--- config.mk ---
export PLATFORM = sky130hd
export DESIGN_NAME = rx_pkt_payload_admit
export DESIGN_NICKNAME = d
export VERILOG_FILES = /design/src/rtl/rx_payload_q_pkg.sv /design/src/rtl/rx_pkt_payload_admit.sv
export SDC_FILE = /design/constraint.sdc
export NUM_CORES = 1
export LEC_CHECK = 0
export ABC_CLOCK_PERIOD_IN_PS = 2600
export BUFFER_PORTS_ARGS = -buffer_cell sky130_fd_sc_hd__clkbuf_2
export CAP_MARGIN = 0
export CORE_MARGIN = 3
export CORE_UTILIZATION = 46
export DETAILED_ROUTE_END_ITERATION = 16
export GPL_ROUTABILITY_DRIVEN = 0
export HOLD_SLACK_MARGIN = 0.1
export PLACE_DENSITY_LB_ADDON = 0.12
export SYNTH_ARGS = -nofsm -noshare
export SYNTH_HDL_FRONTEND = slang
export SYNTH_SLANG_ARGS = --single-unit
export TNS_END_PERCENT = 20
--- constraint.sdc ---
create_clock -name clk -period 2.6 [get_ports clk]
set_input_delay 0.13 -clock clk [delete_from_list [all_inputs] [get_ports clk]]
set_output_delay 0.13 -clock clk [all_outputs]
set_load 0.01 [all_outputs]
--- src/rtl/rx_payload_q_pkg.sv ---
// Shared RX payload-queue definitions: pointer type, admission FSM states and
// the circular-queue full test used by the admission stage.
package rx_payload_q_pkg;

    localparam int FLOW_ID_W           = 8;
    localparam int RX_PAYLOAD_Q_SIZE_W = 3;
    localparam int PAYLOAD_ENTRY_W     = 32;
    localparam int PTR_MSB             = RX_PAYLOAD_Q_SIZE_W;

    // Queue pointer with one extra wrap bit above the index bits.
    typedef logic [RX_PAYLOAD_Q_SIZE_W:0] rx_q_ptr_t;

    typedef enum logic [2:0] {
        ST_IDLE      = 3'd0,
        ST_QUERY     = 3'd1,
        ST_WAIT_RESP = 3'd2,
        ST_ENQ       = 3'd3,
        ST_STATUS    = 3'd4
    } admit_state_e;

    // Everything remembered about the single packet in flight.
    typedef struct packed {
        logic [FLOW_ID_W-1:0]       flowid;
        logic [PAYLOAD_ENTRY_W-1:0] data;
        rx_q_ptr_t                  tail;
        logic                       accepted;
    } admit_ctx_t;

    // Full when the index bits match but the pointers are a lap apart.
    function automatic logic rx_q_full(input rx_q_ptr_t tail, input rx_q_ptr_t head);
        return (tail[PTR_MSB] != head[PTR_MSB]) &&
               (tail[PTR_MSB-1:0] == head[PTR_MSB-1:0]);
    endfunction

endpackage

--- src/rtl/rx_pkt_payload_admit.sv ---
// RX payload admission: queries a flow's queue pointers, enqueues at the tail
// when there is room, otherwise drops, and reports one status per packet.
module rx_pkt_payload_admit
    import rx_payload_q_pkg::*;
#(
    parameter int DROP_CNT_W = 16
) (
    input  logic                       clk,
    input  logic                       rst,

    input  logic                       pkt_req_val,
    input  logic [FLOW_ID_W-1:0]       pkt_req_flowid,
    input  logic [PAYLOAD_ENTRY_W-1:0] pkt_req_data,
    output logic                       pkt_req_rdy,

    output logic                       q_full_req_val,
    output logic [FLOW_ID_W-1:0]       q_full_req_flowid,
    input  logic                       q_full_req_rdy,

    input  logic                       q_full_resp_val,
    input  rx_q_ptr_t                  q_full_resp_tail_index,
    input  rx_q_ptr_t                  q_full_resp_head_index,
    output logic                       q_full_resp_rdy,

    output logic                       enqueue_pkt_req_val,
    output logic [FLOW_ID_W-1:0]       enqueue_pkt_req_flowid,
    output rx_q_ptr_t                  enqueue_pkt_req_index,
    output logic [PAYLOAD_ENTRY_W-1:0] enqueue_pkt_req_data,
    input  logic                       enqueue_pkt_req_rdy,

    output logic                       pkt_status_val,
    output logic [FLOW_ID_W-1:0]       pkt_status_flowid,
    output logic                       pkt_status_accepted,
    input  logic                       pkt_status_rdy,

    output logic [DROP_CNT_W-1:0]      drop_cnt
);

    admit_state_e state;
    admit_state_e state_nxt;
    admit_ctx_t   ctx;
    logic         resp_full;
    logic         admit_fire;
    logic         resp_fire;

    assign resp_full  = rx_q_full(q_full_resp_tail_index, q_full_resp_head_index);
    assign admit_fire = (state == ST_IDLE) && pkt_req_val;
    assign resp_fire  = (state == ST_WAIT_RESP) && q_full_resp_val;

    // NOTE: sequential state uses non-blocking assignments so every register
    // samples pre-edge values regardless of the order the blocks are evaluated.
    always_ff @(posedge clk) begin
        if (rst) begin
            state <= ST_IDLE;
        end else begin
            state <= state_nxt;
        end
    end

    // NOTE: state_nxt gets its default before the case so no path leaves it
    // unassigned, which would otherwise infer a latch.
    always_comb begin
        state_nxt = state;
        unique case (state)
            ST_IDLE:      if (pkt_req_val)         state_nxt = ST_QUERY;
            ST_QUERY:     if (q_full_req_rdy)      state_nxt = ST_WAIT_RESP;
            ST_WAIT_RESP: if (q_full_resp_val)     state_nxt = resp_full ? ST_STATUS : ST_ENQ;
            ST_ENQ:       if (enqueue_pkt_req_rdy) state_nxt = ST_STATUS;
            ST_STATUS:    if (pkt_status_rdy)      state_nxt = ST_IDLE;
            default:                               state_nxt = ST_IDLE;
        endcase
    end

    // Handshake qualifiers decode purely from the registered state; rdy toward
    // the RX pipe is withheld while reset is held so no packet is half-taken.
    always_comb begin
        pkt_req_rdy         = (state == ST_IDLE) && !rst;
        q_full_req_val      = (state == ST_QUERY);
        q_full_resp_rdy     = (state == ST_WAIT_RESP);
        enqueue_pkt_req_val = (state == ST_ENQ);
        pkt_status_val      = (state == ST_STATUS);
    end

    // NOTE: the capture registers and counter are few and flat, so they are all
    // reset; an in-flight packet leaves nothing behind after reset.
    always_ff @(posedge clk) begin
        if (rst) begin
            ctx      <= '0;
            drop_cnt <= '0;
        end else begin
            if (admit_fire) begin
                ctx.flowid <= pkt_req_flowid;
                ctx.data   <= pkt_req_data;
            end
            if (resp_fire) begin
                ctx.tail     <= q_full_resp_tail_index;
                ctx.accepted <= !resp_full;
                if (resp_full && (drop_cnt != '1)) begin
                    drop_cnt <= drop_cnt + DROP_CNT_W'(1);
                end
            end
        end
    end

    assign q_full_req_flowid      = ctx.flowid;
    assign enqueue_pkt_req_flowid = ctx.flowid;
    assign enqueue_pkt_req_index  = ctx.tail;
    assign enqueue_pkt_req_data   = ctx.data;
    assign pkt_status_flowid      = ctx.flowid;
    assign pkt_status_accepted    = ctx.accepted;

endmodule

; Yosys cells after proc, flatten, opt, wreduce, memory -nomap -nowiden
; Index checks and enable logic that the tools add are counted.
[word_totals]
register_bits = 64
in_bits = 55
out_inout_bits = 82
word_cells = 36
[classes]
add_sub_neg = 1
n_eq_ne = 12
n_mux = 7
n_reduce_logical = 10
[op_table]
columns = operator, n
row1 = 3-bit 2-to-1 mux, 6
row2 = 16-bit by 1-bit adder with 16-bit output (second input constant), 1
row3 = 16-bit != test (second input constant), 1
row4 = 3-bit case mux with 5 select lines, 1
row5 = 3-bit by 2-bit == test with 1-bit output (second input constant), 2
row6 = 2-bit by 1-bit != test with 1-bit output (second input constant), 3
row7 = 1-bit logical AND, 5
row8 = 5-bit AND reduction, 1
row9 = 2-bit != test (second input constant), 2
row10 = 3-bit by 1-bit == test with 1-bit output (second input constant), 1
row11 = 3-bit == test, 1
row12 = 3-bit == test (second input constant), 1
row13 = 3-bit logical NOT, 1
row14 = 1-bit logical NOT, 2
row15 = 2-bit AND reduction, 1
row16 = 1-bit != test, 1

; Logic depth before layout (Yosys ltp)
[depth]
word_depth = 5
depth_mapped = 7

; Least setup slack after synthesis
; OpenSTA, ideal clock, no wires.
[synth_timing]
path_kind = reg2reg
start = register state[2]
end = register drop_cnt[6]
arrival_time_ps = 1705
required_ps = 2479
path_slack_ps = 774
path_stages_with_launch = 8
n_path_buf = 3
period_less_slack_ps = 1826
cell_sequence = dfxtp_1 buf_6 nand4bb_4 buf_6 or2_4 buf_6 nor4_1 mux2_2
[synth_between]
elab_chain_len = 3
[synth_lines]
columns = element, line_no
row1 = "start, declared", rx_pkt_payload_admit.sv:39  ; admit_state_e state;
row2 = "start signal, assigned", rx_pkt_payload_admit.sv:56  ; state <= state_nxt;
row3 = 3-bit by 2-bit == test with 1-bit output, rx_pkt_payload_admit.sv:48  ; assign resp_fire = (state == ST_WAIT_RESP) && q_full_resp_val;
row4 = 1-bit logical AND, rx_pkt_payload_admit.sv:48
row5 = 2-bit AND reduction (no line), n/a
row6 = "end signal, assigned", rx_pkt_payload_admit.sv:99  ; drop_cnt <= drop_cnt + DROP_CNT_W'(1);
row7 = "end, declared", rx_pkt_payload_admit.sv:36  ; output logic [DROP_CNT_W-1:0] drop_cnt
; No other way between the ends.
; A chain may end at the register's enable or synchronous reset.

; Final worst setup path
[layout_timing]
start = register state[1]
end = register drop_cnt[15]
; The elaborated chain is that of the path after synthesis.

==> impl_metrics.toml <==
[timing]
final-hold-violation-count = 0
fin_skew_ns = 0.00654
setup_viol = 0
tns_ns = 0
final.period_utilization_pct = 75.7
worst_pin_slew_ns = 0.946
slew_headroom_pct = 36.9
rsz0062_at_grt = "no"
report.final.slew_viol_count = 0
fin_crit_ns = 1.97
timing.fmax_mhz = 508

[route]
post_drt_wl_per_cell_um = 13.2
viasPerCell = 5.02
dr.pass1.iters = 4
vias = 2964
remaining_drc_errors = 0
drt_iter0_drc = 119
ant_nets = 0
routed_wl_um = 7800

[cts]
post-cts-setup-buffers = 0
cts_max_level = 3
clk_pin_slew_ns = 0.07
clockBufferDepth = 2
numCtsBuffers = 9
cts_root_buf = "clkbuf_8"
cts_tree = "yes"
cts.sinks = 64
clock_latency_ns = 0.33

[worst_setup_path]
worstSetupStartpointType = "flip-flop"
cpMaxStageDelayCell = "dfxtp_1"
crit_type = "flip-flop to flip-flop"
critical_path_required_ns = 2.82
worst-path-max-fanout = 12
arrival_ns = 2.19
rr_endpoint = "drop_cnt[15]$_SDFFE_PP0P_"
path_cells = "and4bb_2 > nand2_1 > nor4_1 > mux2_2"
rr_worst_depth = 4
critPathMaxStageDelay_ns = 0.58
regToRegSetupSlack_ns = 0.63
rr_startpoint = "state[1]$_SDFFE_PP0P_"
cp-end-kind = "flip-flop"

[synthesis]
synth.distinct_cells = 41
synth_area_leaders = "dfxtp_1 (44%), nand2_1 (12%), a21oi_1 (9.0%)"
synth_ff_type = "dfxtp_1"
syn-instance-count = 358
ys_seq_area_share_pct = 44.1
netlist.top_cell.by_area = "dfxtp_1"
avgSynthCellArea_um2 = 8.12
syn-num-nets = 414
synth_edf_count = 0
synthesis.area_um2 = 2910
ys_async_sr_fraction_pct = 0
synth_top_area_share_pct = 44.1
ys_warn_count = 0
ys_seq_elements = 64

[die]
fp.dieArea_um2 = 7310
die_w_um = 85.5
io_pins = 137
row_count = 28
core_um2 = 6030
initial_core_util_pct = 48.2
die_h_um = 85.5

[finish]
area_growth_pct = 44.2
final_layout_size_suffix_gt1_share_pct = 32.8
final_area_um2 = 4190
fillers = 502
diodes = 0
nNetsFinal = 567

[place]
place_area_um2 = 3460
hpwl_um = 5140
port-buffer-count = 136

[global_route]
grt_antenna_before_repair = 0
grt-ovfl-total = 0
grt_pass1_vias = 2763
grt_usage_pct = 21.5
grt_first_pass_wirelength_um = 12800
grt_max_degree = 49

[pwr]
p_per_area_nw_per_um2 = 644
peakVddDrop_v = 0.000398
p_leak_uw = 0.00186

[run_status]
status = "finished, final reports clean"

[min_path]
min_to = "state[0]$_SDFFE_PP0P_"
hold_class = "input pin to flip-flop"
min_path_cells = 3
min_from = "enqueue_pkt_req_rdy"

[run]
maxCapViolCount = 0
==> Yosys cell counts (2+ instances only) <==
| library cell | instances |
|---|---|
| dfxtp_1 | 64 |
| buf_6 | 4 |
| nor2b_1 | 10 |
| nor4_1 | 10 |
| o21ai_0 | 4 |
| nand2b_1 | 3 |
| and2_1 | 3 |
| mux2_2 | 9 |
| clkbuf_1 | 16 |
| xnor2_1 | 3 |
| or4_1 | 6 |
| a21oi_1 | 52 |
| inv_1 | 2 |
| buf_2 | 2 |
| nand2_1 | 95 |
| and4_1 | 4 |
| nor3b_1 | 3 |
| nand3_1 | 6 |
| nor3_1 | 4 |
| nand4_1 | 6 |
| buf_4 | 17 |
| o31ai_1 | 5 |
| nor2_1 | 12 |
==> sequential cells by signal (all words and copies together) (netlist names) <==
register,count
drop_cnt,16
enqueue_pkt_req_data,32
enqueue_pkt_req_flowid,8
enqueue_pkt_req_index,4
pkt_status_accepted,1
state,3
==> power breakdown <==
part | total (uW) | switching [uW] | internal [uW]
combinational | 388 | 206 | 182
clock | 1240 | 403 | 834
sequential | 1070 | 39.7 | 1030
==> routing by layer <==
| metal | vias to the layer above | track usage [%] | part of all wire [%] |
|---|---|---|---|
| li1 | 1517 | - | - |
| met1 | 1322 | 26.9 | 43 |
| met2 | 110 | 36.2 | 48 |
| met3 | 15 | 4.71 | 6.5 |
| met4 | 0 | 8.63 | 2.2 |
| met5 | - | 0 | 0 |
==> critical path, delay by kind of cell, from the launching register on <==
kind | cells | cell delay (ns)
flops | 1 | 0.58
mux | 1 | 0.37
simple gates | 3 | 0.91
==> through the flow <==
step / util, % / power, uW / hold slack (ns) / std cells / setup slack, ns
finish: 69.5 / 2700 / 0.112 / 591 / 0.631
global route: 69.5 / 2810 / 0.130 / 591 / 0.497
CTS: 69.5 / 2720 / 0.105 / 591 / 0.634
detailed placement: 57.4 / 1430 / 0.359 / 531 / 0.647
global placement: 57.4 / 1420 / 0.353 / 531 / 0.749
floorplan: - / 1300 / 0.266 / 358 / 0.774
==> cells in the final DEF, fill, tap and decap left out, drive strengths merged, types with 3 or more instances in the layout <==
cell | netlist | layout
clkbuf | 17 | 145
nor2b | 10 | 10
inv | 2 | 3
nor3b | 3 | 3
nor2 | 12 | 12
nand3 | 6 | 6
nor3 | 4 | 4
buf | 24 | 4
o31ai | 5 | 5
and4 | 4 | 4
nand4 | 6 | 6
mux2 | 9 | 9
nand2 | 95 | 95
xnor2 | 3 | 3
dfxtp | 64 | 64
and2 | 3 | 3
a21oi | 52 | 52
bufinv | 0 | 5
dlygate4sd3 | 0 | 44
nand2b | 3 | 3
o21ai | 4 | 4
nor4 | 10 | 10
or4 | 6 | 6
==> cells by family after synthesis <==
group,after synthesis,synth area share [%]
DFF,64,44.1
AOI/OAI and AO/OA,67,12.6
and+or+nand+nor,168,28.5
xor gates and xnor gates,4,1.21
buffers and inverters,44,9.34
adders and majority gates,1,0.430
muxes,10,3.83
==> timing repair <==
action / 4_1_cts / 5_1_grt
resized for setup: 0 / 0
hold endpoints to repair: 44 / 0
hold buffers: 44 / 0
==> how the worst max path moves through the flow <==
stage                                from                   endpoint  slack [ns]  cells past startpoint
global route        state[1]$_SDFFE_PP0P_  drop_cnt[15]$_SDFFE_PP0P_        0.50                      4
floorplan           state[2]$_SDFFE_PP0P_   drop_cnt[6]$_SDFFE_PP0P_        0.77                      7
global placement    state[0]$_SDFFE_PP0P_   drop_cnt[6]$_SDFFE_PP0P_        0.75                      4
CTS                 state[1]$_SDFFE_PP0P_  drop_cnt[15]$_SDFFE_PP0P_        0.63                      4
finish              state[1]$_SDFFE_PP0P_  drop_cnt[15]$_SDFFE_PP0P_        0.63                      4
detailed placement  state[1]$_SDFFE_PP0P_  drop_cnt[15]$_SDFFE_PP0P_        0.65                      4
==> area by class of cell <==
class	instances	area [um2]	share of cell area, %
repair buffers	184	1160	27.8
flip-flops and latches	64	1280	30.6
clock buffers	9	124	2.96
multi-input cells	250	1350	32.3
clock inverters	7	166	3.97
well taps	75	93.8	2.24
inverters	2	7.51	0.179
No activity file was read; power rests on OpenSTA's default activity.
